<file path="config.mk">
export PLATFORM = sky130hd
export DESIGN_NAME = axi_lite_shadow_regs
export DESIGN_NICKNAME = d
export VERILOG_FILES = /design/src/rtl/axi_lite_shadow_regs.sv
export SDC_FILE = /design/constraint.sdc
export NUM_CORES = 1
export LEC_CHECK = 0
export BUFFER_PORTS_ARGS = -buffer_cell sky130_fd_sc_hd__buf_2
export CAP_MARGIN = 0
export CELL_PAD_IN_SITES_DETAIL_PLACEMENT = 1
export CELL_PAD_IN_SITES_GLOBAL_PLACEMENT = 2
export CORE_ASPECT_RATIO = 0.7
export CORE_MARGIN = 2
export CORE_UTILIZATION = 38
export DETAILED_ROUTE_END_ITERATION = 8
export PLACE_DENSITY_LB_ADDON = 0.1
export SYNTH_ARGS = -nofsm -noshare
export SYNTH_HDL_FRONTEND = slang
export SYNTH_SLANG_ARGS = --single-unit
</file>
<file path="constraint.sdc">
create_clock -name s_axi_lite_aclk -period 17.4 [get_ports s_axi_lite_aclk]
set_input_delay 2.61 -clock s_axi_lite_aclk [delete_from_list [all_inputs] [get_ports s_axi_lite_aclk]]
set_output_delay 2.61 -clock s_axi_lite_aclk [all_outputs]
set_load 0.01 [all_outputs]
</file>
<file path="src/rtl/axi_lite_shadow_regs.sv">
// axi_lite_shadow_regs: AXI-Lite shadow/active register file committed on frame_sof; define AXI_LITE_SHADOW_REGS_IRQ_EN to add commit_irq
module axi_lite_shadow_regs #(
  parameter int NUM_REGS = 16,
  parameter int NUM_RO = 2,
  parameter int AXI_LITE_ADDR_WIDTH = 8
) (
  input  logic                           s_axi_lite_aclk,
  input  logic                           axi_resetn,
  input  logic [AXI_LITE_ADDR_WIDTH-1:0] s_axi_lite_awaddr,
  input  logic                           s_axi_lite_awvalid,
  output logic                           s_axi_lite_awready,
  input  logic [31:0]                    s_axi_lite_wdata,
  input  logic [3:0]                     s_axi_lite_wstrb,
  input  logic                           s_axi_lite_wvalid,
  output logic                           s_axi_lite_wready,
  output logic [1:0]                     s_axi_lite_bresp,
  output logic                           s_axi_lite_bvalid,
  input  logic                           s_axi_lite_bready,
  input  logic [AXI_LITE_ADDR_WIDTH-1:0] s_axi_lite_araddr,
  input  logic                           s_axi_lite_arvalid,
  output logic                           s_axi_lite_arready,
  output logic [31:0]                    s_axi_lite_rdata,
  output logic [1:0]                     s_axi_lite_rresp,
  output logic                           s_axi_lite_rvalid,
  input  logic                           s_axi_lite_rready,
  input  logic                           frame_sof,
  input  logic [32*NUM_RO-1:0]           status_in,
  output logic [32*NUM_REGS-1:0]         regs_active,
`ifdef AXI_LITE_SHADOW_REGS_IRQ_EN
  output logic                           commit_irq,
  output logic                           commit_pending
`else
  output logic                           commit_pending
`endif
);
  localparam int IW = $clog2(NUM_REGS);
  localparam int AW = AXI_LITE_ADDR_WIDTH;
  localparam int RW = NUM_REGS - NUM_RO;
  typedef enum logic [1:0] {W_IDLE, W_ADDR, W_DATA, W_RESP} wstate_t;
  typedef enum logic {R_IDLE, R_RESP} rstate_t;
  wstate_t wst_q;
  rstate_t rst_q;
  logic awready_q, wready_q, bvalid_q, arready_q, rvalid_q, pend_q, pend_d;
  logic [1:0] bresp_q, rresp_q;
  logic [AW-1:0] awaddr_q, wr_addr;
  logic [31:0] wdata_q, wr_data, rdata_q, rd_data;
  logic [3:0] wstrb_q, wr_strb;
  logic [31:0] shadow_q [1:RW-1];
  logic [31:0] active_q [1:RW-1];
  logic [IW-1:0] wr_idx, ar_idx;
  logic wr_fire, wr_oor, wr_err, wr_we, ar_fire, ar_oor, commit, ctrl_set;
  logic unused_addr;
  assign unused_addr = ^{wr_addr[1:0], s_axi_lite_araddr[1:0]};
  assign wr_fire = (wst_q == W_IDLE && s_axi_lite_awvalid && s_axi_lite_wvalid)
                || (wst_q == W_ADDR && s_axi_lite_wvalid)
                || (wst_q == W_DATA && s_axi_lite_awvalid);
  assign wr_addr = wst_q == W_ADDR ? awaddr_q : s_axi_lite_awaddr;
  assign wr_data = wst_q == W_DATA ? wdata_q : s_axi_lite_wdata;
  assign wr_strb = wst_q == W_DATA ? wstrb_q : s_axi_lite_wstrb;
  assign wr_idx = wr_addr[2+:IW];
  assign wr_oor = 32'(wr_addr[AW-1:2]) >= 32'(NUM_REGS);
  assign wr_err = wr_oor || int'(wr_idx) >= RW;
  assign wr_we = wr_fire && !wr_err;
  assign ctrl_set = wr_we && wr_idx == '0 && wr_strb[0] && wr_data[0];
  assign commit = frame_sof && pend_q;
  assign pend_d = ctrl_set || (pend_q && !frame_sof);
  assign ar_fire = rst_q == R_IDLE && s_axi_lite_arvalid;
  assign ar_idx = s_axi_lite_araddr[2+:IW];
  assign ar_oor = 32'(s_axi_lite_araddr[AW-1:2]) >= 32'(NUM_REGS);
  always_comb begin
    rd_data = '0;
    for (int k = 1; k < RW; k++) if (int'(ar_idx) == k) rd_data = shadow_q[k];
    for (int k = 0; k < NUM_RO; k++) if (int'(ar_idx) == RW + k) rd_data = status_in[32*k+:32];
    if (ar_idx == '0) rd_data = {31'b0, pend_q};
    if (ar_oor) rd_data = '0;
  end
  always_ff @(posedge s_axi_lite_aclk) begin
    if (!axi_resetn) begin
      wst_q <= W_IDLE;
      awready_q <= 1'b1;
      wready_q <= 1'b1;
      bvalid_q <= 1'b0;
      bresp_q <= 2'b00;
      awaddr_q <= '0;
      wdata_q <= '0;
      wstrb_q <= '0;
    end else if (wr_fire) begin
      wst_q <= W_RESP;
      awready_q <= 1'b0;
      wready_q <= 1'b0;
      bvalid_q <= 1'b1;
      bresp_q <= wr_err ? 2'b10 : 2'b00;
    end else if (wst_q == W_IDLE && s_axi_lite_awvalid) begin
      wst_q <= W_ADDR;
      awready_q <= 1'b0;
      awaddr_q <= s_axi_lite_awaddr;
    end else if (wst_q == W_IDLE && s_axi_lite_wvalid) begin
      wst_q <= W_DATA;
      wready_q <= 1'b0;
      wdata_q <= s_axi_lite_wdata;
      wstrb_q <= s_axi_lite_wstrb;
    end else if (wst_q == W_RESP && s_axi_lite_bready) begin
      wst_q <= W_IDLE;
      awready_q <= 1'b1;
      wready_q <= 1'b1;
      bvalid_q <= 1'b0;
    end
  end
  always_ff @(posedge s_axi_lite_aclk) begin
    if (!axi_resetn) begin
      rst_q <= R_IDLE;
      arready_q <= 1'b1;
      rvalid_q <= 1'b0;
      rdata_q <= '0;
      rresp_q <= 2'b00;
    end else if (ar_fire) begin
      rst_q <= R_RESP;
      arready_q <= 1'b0;
      rvalid_q <= 1'b1;
      rdata_q <= rd_data;
      rresp_q <= ar_oor ? 2'b10 : 2'b00;
    end else if (rst_q == R_RESP && s_axi_lite_rready) begin
      rst_q <= R_IDLE;
      arready_q <= 1'b1;
      rvalid_q <= 1'b0;
    end
  end
  always_ff @(posedge s_axi_lite_aclk) begin
    if (!axi_resetn) begin
      pend_q <= 1'b0;
      for (int k = 1; k < RW; k++) begin
        shadow_q[k] <= '0;
        active_q[k] <= '0;
      end
    end else begin
      pend_q <= pend_d;
      for (int k = 1; k < RW; k++) begin
        if (commit) active_q[k] <= shadow_q[k];
        for (int b = 0; b < 4; b++)
          if (wr_we && int'(wr_idx) == k && wr_strb[b]) shadow_q[k][8*b+:8] <= wr_data[8*b+:8];
      end
    end
  end
  for (genvar i = 0; i < NUM_REGS; i++) begin : g_act
    if (i >= 1 && i < RW) begin : g_rw
      assign regs_active[32*i+:32] = active_q[i];
    end else begin : g_zero
      assign regs_active[32*i+:32] = '0;
    end
  end
`ifdef AXI_LITE_SHADOW_REGS_IRQ_EN
  logic irq_q;
  always_ff @(posedge s_axi_lite_aclk) begin
    if (!axi_resetn) irq_q <= 1'b0;
    else irq_q <= commit;
  end
  assign commit_irq = irq_q;
`endif
  assign s_axi_lite_awready = awready_q;
  assign s_axi_lite_wready = wready_q;
  assign s_axi_lite_bvalid = bvalid_q;
  assign s_axi_lite_bresp = bresp_q;
  assign s_axi_lite_arready = arready_q;
  assign s_axi_lite_rvalid = rvalid_q;
  assign s_axi_lite_rdata = rdata_q;
  assign s_axi_lite_rresp = rresp_q;
  assign commit_pending = pend_q;
endmodule

</file>
# ---- After elaboration in Yosys (flattened, before gate mapping)
# Memories as Yosys holds them, arrays and structs flattened.
# Index checks and enable logic that the tools add are counted.
dict set report classes {
  magnitude_cmp 3
  n_bitwise 68
  n_reduce_logical 98
  eq_ne 34
  n_mux 266
}
# op count
set ops {}
lappend ops {{32-bit 2-to-1 mux} 31}
lappend ops {{8-bit 2-to-1 mux} 53}
lappend ops {{1-bit 2-to-1 mux} 175}
lappend ops {{1-bit logical AND} 79}
lappend ops {{1-bit OR} 65}
lappend ops {{4-bit == test, second input constant} 16}
lappend ops {{4-bit by 3-bit == test with 1-bit output, second input constant} 8}
lappend ops {{4-bit by 2-bit == test with 1-bit output, second input constant} 3}
lappend ops {{6-bit by 5-bit >= comparator with 1-bit output, second input constant} 2}
lappend ops {{2-bit 2-to-1 mux} 6}
lappend ops {{4-bit zero test} 2}
lappend ops {{2-bit AND reduction} 3}
lappend ops {{3-bit AND reduction} 2}
lappend ops {{3-bit nonzero test} 2}
lappend ops {{2-bit == test, second input constant} 2}
lappend ops {{4-bit by 1-bit == test with 1-bit output, second input constant} 1}
lappend ops {{4-bit >= comparator, second input constant} 1}
lappend ops {{1-bit logical OR} 4}
lappend ops {{4-bit 2-to-1 mux} 1}
lappend ops {{2-bit != test, second input constant} 2}
lappend ops {{2-bit nonzero test} 2}
lappend ops {{4-bit nonzero test} 1}
lappend ops {{3-bit != test, second input constant} 1}
lappend ops {{1-bit inverter} 3}
lappend ops {{3 further kinds} 4}
dict set report totals {
  inputBits 124
  word_cells 484
  ramBits 832
  ff_bits 88
  mem_count 2
  output_inout_bits 554
}
# memory words width rd rd_ports_with_merged_regs write_ports line
set mem_list {}
lappend mem_list {active_q 13 32 13 0 13 49} ;# logic [31:0] active_q [1:RW-1];
lappend mem_list {shadow_q 13 32 13 0 13 48} ;# logic [31:0] shadow_q [1:RW-1];

# ---- Depth between registers and ports, before layout
# Gate-level depths: netlist of the first run.
dict set report depth {
  word_depth 18
  depth_mapped 10
  ltp_nobuf 5
}

# ---- Worst setup path after synthesis of the first run
# Ideal clock, no wire load.
dict set report synth_timing {
  kind {in2reg}
  start {input port axi_resetn}
  end {register active_q[0][100] (netlist name)}
  required_ps 14356
  cell_stages 4
  setup_time_ps 3044
  n_path_buf 3
  slack_ps 4310
  arrival_time_ps 10045
  cell_sequence {clkbuf_1 -> clkbuf_1 -> clkbuf_1 -> nand2_1}
}
# item line
set synth_rtl {}
lappend synth_rtl {{from (decl)} 8} ;# input logic axi_resetn,

# ---- Final worst setup path of the first run
dict set report layout_timing {
  start {input port s_axi_lite_araddr[2]}
  end {register rdata_q[15] (netlist: s_axi_lite_rdata[15])}
}
dict set report layout_via {
  elab_chain_cells 18
  word_cells_on_any_way 34
  cone_classes {1 x order compare; 15 x eq/ne; 17 x mux; 1 x reduce/logical}
}
# item line
set layout_rtl {}
lappend layout_rtl {{from (decl)} 19} ;# input logic [AXI_LITE_ADDR_WIDTH-1:0] s_axi_lite_araddr,
lappend layout_rtl {{4-bit by 2-bit == test with 1-bit output} 72} ;# for (int k = 1; k < RW; k++) if (int'(ar_idx) == k) rd_data = shadow_q[k];
lappend layout_rtl {{32-bit 2-to-1 mux (13 in series)} 72}
lappend layout_rtl {{32-bit 2-to-1 mux (2 in series)} 73} ;# for (int k = 0; k < NUM_RO; k++) if (int'(ar_idx) == RW + k) rd_data = status_in[32*k+:32];
lappend layout_rtl {{32-bit 2-to-1 mux} 74} ;# if (ar_idx == '0) rd_data = {31'b0, pend_q};
lappend layout_rtl {{32-bit 2-to-1 mux *} 75} ;# if (ar_oor) rd_data = '0;
lappend layout_rtl {{to (signal assigned)} 120} ;# rdata_q <= rd_data;
lappend layout_rtl {{to (decl)} 46} ;# logic [31:0] wdata_q, wr_data, rdata_q, rd_data;
# Mark *: on every way between the ends. The rest lies on a longest branch, timed or not.
# A chain may end at the register's enable or synchronous reset.

==> results by group, run 1 <==
Placement
  – DPL Wire Length: 118,000 um
  – RD Place Congestion: 0.9317
  – Dpl ws: approximately 11 ns
  – PortBufs: 575

Route
  – Post-DR vias/cell: between 5 and 6
  – Iter 0 DRT Violations: 3,236
  – Via count: 28.74k
  – Antenna Nets Post-Route: 0
  – DRC Markers: 0
  – DR pass1 iterations: 8
  – Routed wire length: 158,200 um
  – Wire per inst: 30.48 um

CTS
  – CTS tree: yes
  – Worst-path clk slew: ~0.070 ns
  – Clock root buffer: clkbuf_16
  – CTS max path bufs: 3
  – H-tree Lvls: 3
  – Worst-Skew Late Latency: 0.70 ns
  – Hold_buf cts: 0
  – Gates resized, CTS repair: 0
  – Cts bufs inserted: 95
  – Clock sink total: 916
  – Post-CTS Setup Inserts: 0

Power
  – Leak: between 15 and 20 nW
  – Clock power frac: 41.7%
  – Seq pwr share: 50.0%
  – Pwr/cell area: 107.2 nW/um2
  – Comb pwr share: 8.3%
  – Sw Pwr: between 1 and 1.5 mW
  – Pint: 3.756 mW
  – Total power draw: 5.041 mW
  – Sw Ratio: between 20% and 30%
  – VDD IR max: 0.00007711 V

Final layout
  – Register area: ~27,000 um2
  – # nets final: slightly below 4k
  – Post-layout utilization of the core: between 40 and 50%
  – Area growth, synth to finish: 18.52%
  – Filler Cell Count: 10.95k
  – Area occupied by multi-input gates: roughly 12,000 um2
  – Share of layout cells above drive strength 1: 24.37%

Die
  – DIE AREA: 107,000 um2
  – Core Rows: 99
  – Io pins: 678
  – Core ar.: 103,800 um2
  – Die height: 274.3 um
  – Die X: 390.1 um
  – Starting Density: 38.21%

Global route
  – Largest net degree at the start of global routing: 179
  – Initial antenna violation count: 11
  – GRT Total Usage: between 20% and 30%
  – Global-route wire length before repair: 216,800 um
  – Grt ovf: 0
  – Vias in the first global route: 28.11k

Timing
  – Fin Hold WS: 0.4688 ns
  – Slew margin rel.: 7.150%
  – Unrepaired setup endpoints after global routing: false
  – Fin crit share: 31.71%
  – Post-layout min period: 5.518 ns
  – Post-route setup slack: 11.88 ns
  – Clock Skew: 0.01845 ns
  – Final-report hold violation count: 0
  – Setup_tns: 0 ns
  – Fmax: roughly 180 MHz
  – # setup viols final: 0
  – Tightest Pin Transition: 1.378 ns
  – Slew Limit Fails: 0

Setup path
  – CP endpoint kind: flip-flop
  – Arr. time, crit path: about 6 ns
  – Worst Setup Path Type: primary input to flip-flop
  – CP required: 17.95 ns
  – Critical path startpoint category: primary input
  – Critical path peak fanout: 74

Logic synthesis
  – Yosys reg bits: 916
  – Synthesized cell area: 39,660 um2
  – Netlist cell types: 69
  – Yosys warning count: 0
  – Top_reg_cell synth: edfxtp_1
  – Synth Area per Inst: ~12 um2
  – Mapped Cells: 3,201
  – Register area share after synthesis: between 60% and 70%
  – Synth async-reset ratio: 0%
  – Post-synth EDFFs: 832

Outcome
  – Outcome: finished, final reports clean

Job
  – Max Cap Violations: 0

Worst hold path
  – Hold Crit Class: flip-flop to flip-flop
-- state kept, by name (all words and copies together) (netlist names) --
signal / count
wdata_q: 32
s_axi_lite_bresp: 1
commit_pending: 1
wst_q: 2
wstrb_q: 4
s_axi_lite_rdata: 32
s_axi_lite_wready: 1
shadow_q: 416
s_axi_lite_awready: 1
s_axi_lite_rresp: 1
active_q: 416
s_axi_lite_arready: 1
s_axi_lite_bvalid: 1
s_axi_lite_rvalid: 1
awaddr_q: 6
-- Yosys cell counts (5+ instances only) --
cell type  count  share of area (%)
edfxtp_1     832                 63
nor2_1       488                4.6
and2_1       419                6.6
nand2_1      240                2.3
o21ai_0      193                2.4
clkbuf_1     158                1.5
buf_4        112                2.1
a21oi_1       94                1.2
dfxtp_1       84                4.2
mux2i_1       75                1.9
mux2_2        50                1.4
a22oi_1       44               0.83
buf_2         43               0.54
o221ai_1      30               0.66
nor2b_1       28               0.44
nand2b_1      27               0.43
o22ai_1       26               0.41
o2bb2ai_1     24               0.53
a211o_1       17               0.38
a222oi_1      16               0.40
nor3_1        16               0.20
o311a_1       16               0.40
a211oi_1      14               0.27
inv_1         13               0.12
nand3_1       13               0.16
a221oi_1      11               0.24
o21a_1         8               0.15
buf_1          7              0.066
nor4_4         7               0.38
nor4_1         6              0.095
o211ai_1       6               0.11
o22a_1         5               0.11
-- layout make-up --
| class | instances | share of cell area (%) |
|---|---|---|
| Sequential cell | 916 | 56.73 |
| Multi-Input combinational cell | 2048 | 25.17 |
| Timing Repair Buffer | 669 | 7.669 |
| Clock buffer | 117 | 5.470 |
| Tap cell | 1363 | 3.628 |
| Clock inverter | 62 | 1.224 |
| Inverter | 13 | 0.1038 |
| Antenna cell | 1 | 0.005324 |
-- path summary, 6_finish.rpt --
kind,end,cells after the start,start,slack (ns)
max,s_axi_lite_rdata[15],8,s_axi_lite_araddr[2],11.88
min,wdata_q[12],2,wdata_q[12],0.47
max reg2reg,shadow_q[0][54],5,wst_q[1],12.53
min reg2reg,wdata_q[12],2,wdata_q[12],0.47
-- power by group through the flow --
stage          Clock, mW  Sequential (mW)  Combinational (mW)
4_1_cts             2.13             2.52               0.409
3_5_place_dp           0             2.57               0.407
6_report            2.10             2.52               0.417
5_1_grt             2.21             2.53               0.436
3_3_place_gp           0             2.57               0.401
2_1_floorplan          0             2.58               0.203
-- per-layer routing --
layer / share of wire, % / global-route usage, %
met1: 47 / 44.23
met2: 43 / 41.91
met4: 1.8 / 5.802
met3: 8.2 / 5.428
met5: 0.034 / 0
-- stage by stage --
| step | area [um2] | instances |
|---|---|---|
| floorplan | 40020 | 3298 |
| global placement | 43840 | 5007 |
| detailed placement | 43850 | 5008 |
| CTS | 46990 | 5187 |
| global route | 47000 | 5188 |
| finish | 47000 | 5189 |
-- critical path: stages --
cell,delay (ns)
buf_6,0.51
buf_4,0.66
nand2b_2,0.57
buf_4,0.40
o21ai_0,0.17
a22oi_1,0.18
a211oi_1,0.70
o21ai_0,0.17
-- logic make-up (layout without fill, tap and decap cells) --
family	count (synthesis)	after routing	synth area share, %
AO/OA/AOI/OAI	546	546	9.042
buffers and inverters	334	861	4.360
flip-flops	916	916	67.24
multiplexers	126	126	3.347
other	1	99	0.009456
AND/OR/NAND/NOR	1278	1278	16.00
-- placed cells by master, fill, tap and decap left out, drive strengths merged, types with 19 or more instances in the layout --
master / count
inv: 19
nand2: 240
buf: 668
nor2b: 28
a21oi: 94
and2: 419
nor2: 488
dfxtp: 84
mux2: 50
o2bb2ai: 24
clkbuf: 118
o21ai: 193
conb: 98
o22ai: 26
nand2b: 27
o221ai: 30
mux2i: 76
a22oi: 44
edfxtp: 832
clkinv: 43
(Power assumes the default switching activity.)
==> run 2: changes to the inputs <==
--- a/config.mk
+++ b/config.mk
@@ -5,13 +5,14 @@
 export SDC_FILE = /design/constraint.sdc
 export NUM_CORES = 1
 export LEC_CHECK = 0
+export ABC_AREA = 1
 export BUFFER_PORTS_ARGS = -buffer_cell sky130_fd_sc_hd__buf_2
 export CAP_MARGIN = 0
 export CELL_PAD_IN_SITES_DETAIL_PLACEMENT = 1
 export CELL_PAD_IN_SITES_GLOBAL_PLACEMENT = 2
 export CORE_ASPECT_RATIO = 0.7
 export CORE_MARGIN = 2
-export CORE_UTILIZATION = 38
+export CORE_UTILIZATION = 36
 export DETAILED_ROUTE_END_ITERATION = 8
 export PLACE_DENSITY_LB_ADDON = 0.1
 export SYNTH_ARGS = -nofsm -noshare
==> constraint.sdc (replaced) <==
create_clock -name s_axi_lite_aclk -period 5.3 [get_ports s_axi_lite_aclk]
set_input_delay 0.795 -clock s_axi_lite_aclk [delete_from_list [all_inputs] [get_ports s_axi_lite_aclk]]
set_output_delay 0.795 -clock s_axi_lite_aclk [all_outputs]
set_load 0.01 [all_outputs]
==> results by group, run 2 <==
Outcome
  – Outcome: finished, final reports clean

Logic synthesis
  – Synth Area per Inst: 10.43 um2 (-16%)
  – Synthesized cell area: 38,710 um2 (-2.4%)
  – Netlist cell types: 34 (-51%)
  – Yosys top cell by area: edfxtp_1
  – Post-synth EDFFs: 832 (unchanged)
  – Mapped Cells: 3,710 (+16%)
  – Commonest cells post-synth: 1,038 x nor2_1, 832 x edfxtp_1, 487 x nand2_1
  – Yosys warning count: 0 (unchanged)
  – Register area share after synthesis: 68.89% (+1.7 points)
  – Yosys reg bits: 916 (unchanged)
  – Synth top area share: 64.55% (+1.5 points)
  – Synth async-reset ratio: 0% (unchanged)
  – Top_reg_cell synth: edfxtp_1
  – Top post-synthesis cells by area: edfxtp_1 65%, nor2_1 10%, nand2_1 4.7%, inv_1 4.7%, dfxtp_1 4.3%
  – Count leader, synth: nor2_1

Timing
  – Unrepaired setup endpoints after global routing: false
  – Fin crit share: between 70% and 80%
  – Tightest Pin Transition: 1.253 ns (-0.1254 ns)
  – Slew margin rel.: 15.60% (+8.4 points)
  – Fmax: 267.7 MHz
  – Slew Limit Fails: 0 (unchanged)
  – Final-report hold violation count: 0 (unchanged)
  – Clock Skew: 0.02521 ns (+0.006762 ns)
  – # setup viols final: 0 (unchanged)
  – Post-layout min period: 3.736 ns
  – Setup_tns: 0 ns (unchanged)

CTS
  – Worst-path clk slew: 0.06 ns (about the same)
  – Cts bufs inserted: 95 (unchanged)
  – CTS tree: yes
  – Worst-Skew Late Latency: 0.69 ns (about the same)
  – H-tree Lvls: 3 (unchanged)
  – Clock sink total: 916 (unchanged)
  – Gates resized, CTS repair: 0 (unchanged)
  – Clock root buffer: clkbuf_16
  – CTS max path bufs: 3 (unchanged)
  – Post-CTS Setup Inserts: 0 (unchanged)
  – Hold_buf cts: 0 (unchanged)

Placement
  – Placed cell count: 5,630 (+12%)
  – RD Place Congestion: 0.8026 (-14%)
  – DPL Wire Length: 94,640 um (-20%)
  – PortBufs: 575 (unchanged)

Die
  – DIE AREA: 110,200 um2 (+3.0%)
  – Core Rows: 100 (+1.0%)
  – Die X: 395.9 um (+1.5%)
  – Io pins: 678 (unchanged)
  – Core ar.: 106,500 um2 (+2.6%)
  – Starting Density: 36.35% (-1.9 points)
  – Die height: 278.3 um (+1.5%)

Setup path
  – Arr. time, crit path: 4.02 ns (-2.05 ns)
  – Worst Setup Path Type: flip-flop to flip-flop
  – Critical path peak fanout: 10 (-86%)
  – Critical path startpoint category: flip-flop
  – CP required: 5.59 ns (-12.36 ns)
  – CP endpoint kind: flip-flop

Final layout
  – # nets final: 4,423 (+14%)
  – Top flop regs: active_q x416, shadow_q x416
  – Share of layout cells above drive strength 1: 20.29% (-4.1 points)
  – Register area: 26,670 um2 (unchanged)
  – Filler Cell Count: 12.04k (+9.9%)
  – Most frequent cells in the layout: 1,024 x nor2_1, 832 x edfxtp_1, 574 x buf_2, 485 x nand2_1, 480 x inv_1
  – Finished Layout Cells: 5,812 (+12%)
  – Commonest non-fill, non-tap cell in the layout: nor2_1
  – Area growth, synth to finish: 19.62%
  – Area occupied by multi-input gates: 9269 um2 (-22%)

Route
  – Wire per inst: 21.74 um (-29%)
  – Post-DR vias/cell: 4.726 (-15%)
  – Antenna Nets Post-Route: 0 (unchanged)
  – DR pass1 iterations: 5 (-3)
  – Iter 0 DRT Violations: 1,582 (-51%)
  – Via count: 27.47k (-4.4%)
  – Routed wire length: 126,400 um (-20%)
  – DRC Markers: 0 (unchanged)

Power
  – Sw Ratio: 24.74% (-0.74 points)
  – Total power draw: 16.24 mW (+220%)
  – Comb pwr share: 8.0% (-0.3 points)
  – Clock power frac: 41.1% (-0.6 points)
  – Pint: 12.22 mW (+230%)
  – Seq pwr share: 50.9% (+0.9 points)
  – Sw Pwr: 4.017 mW (+210%)
  – Leak: 19.26 nW (+4.3%)
  – VDD IR max: 0.0002149 V (+180%)
  – Pwr/cell area: 350.7 nW/um2 (+230%)

Global route
  – Initial antenna violation count: 18 (+7)
  – Vias in the first global route: 28.31k (+0.71%)
  – Largest net degree at the start of global routing: 130 (-27%)
  – Global-route wire length before repair: 183,700 um (-15%)
  – GRT Total Usage: 22.62% (-6.1 points)
  – Grt ovf: 0 (unchanged)

Job
  – Max Cap Violations: 0 (unchanged)

Worst hold path
  – Hold Crit Class: primary input to flip-flop
==> run 2: changes by cell type after synthesis, moves of 28 or more <==
cell | previous run | this run
o221ai_1 | 30 | 0
nor2_1 | 488 | 1038
nand4_1 | 1 | 103
mux2_2 | 50 | 0
inv_1 | 13 | 481
and2_1 | 419 | 0
o21ai_0 | 193 | 122
nor2b_1 | 28 | 0
buf_2 | 43 | 6
a21oi_1 | 94 | 173
nand2_1 | 240 | 487
a22oi_1 | 44 | 0
mux2i_1 | 75 | 6
==> run 2: kinds of logic (layout without fill, tap and decap cells) <==
kind of cell | Yosys count | after routing | synth area share (%)
compound gates | 304 | 304 | 4.038
flops | 916 | 916 | 68.89
buf+inv | 763 | 1333 | 8.369
simple gates | 1720 | 1720 | 18.54
other cells | 1 | 105 | 0.009688
mux | 6 | 6 | 0.1552
==> run 2: critical path, stage by stage, from the launching register on <==
cell and delay [ns]:
dfxtp_1 0.52, nor2_4 0.11, or2_2 0.28, o21ai_1 0.14
inv_1 0.08, or2_4 0.31, nor2_4 0.40, nand2_1 0.40
o21ai_0 1.08
==> run 2: metal layers <==
layer  wire length [um]  vias up  GRT usage, %
met4               2669        8         5.167
met2              63020      550         39.01
li1                   -    13040             -
met5                 53        -             0
met1              55300    13710         29.61
met3               5310      157         4.052
==> run 2: layout make-up <==
type                       count  share of cell area, %
sequential                   916                  57.59
multi-input combinational   2128                  20.02
timing repair buffer         672                  7.964
clock buffer                 134                  5.870
inverter                     486                  3.940
tap                         1428                  3.859
clock inverter                41                 0.7161
antenna                        7                0.03783
==> run 2: power by group through the flow <==
stage / logic (mW) / clock network [mW] / registers [mW]
detailed placement: 1.33 / 0 / 8.42
floorplan: 0.673 / 0 / 8.45
global route: 1.43 / 7.08 / 8.29
finish: 1.30 / 6.68 / 8.26
global placement: 1.31 / 0 / 8.41
CTS: 1.33 / 6.83 / 8.26
==> run 2: path summary, 6_finish.rpt <==
path                            end  slack [ns]                from  cells after the start
hold / removal    s_axi_lite_rvalid        0.34  s_axi_lite_arvalid                      2
setup / recovery   shadow_q[0][200]        1.56            wst_q[1]                      8
hold reg to reg         wdata_q[10]        0.46         wdata_q[10]                      2
setup reg to reg   shadow_q[0][200]        1.56            wst_q[1]                      8
==> run 2: per-stage QoR <==
stage / worst slack [ns] / hold slack, ns / utilization (%) / area (um2)
finish: 1.564 / 0.3367 / 43.48 / 46300
global route: 1.390 / 0.3024 / 43.47 / 46290
CTS: 1.580 / 0.2860 / 43.47 / 46280
detailed placement: 1.305 / 0.4494 / 40.60 / 43230
global placement: 1.476 / 0.4308 / 40.60 / 43230
floorplan: 0.5863 / 0.4245 / - / 39080
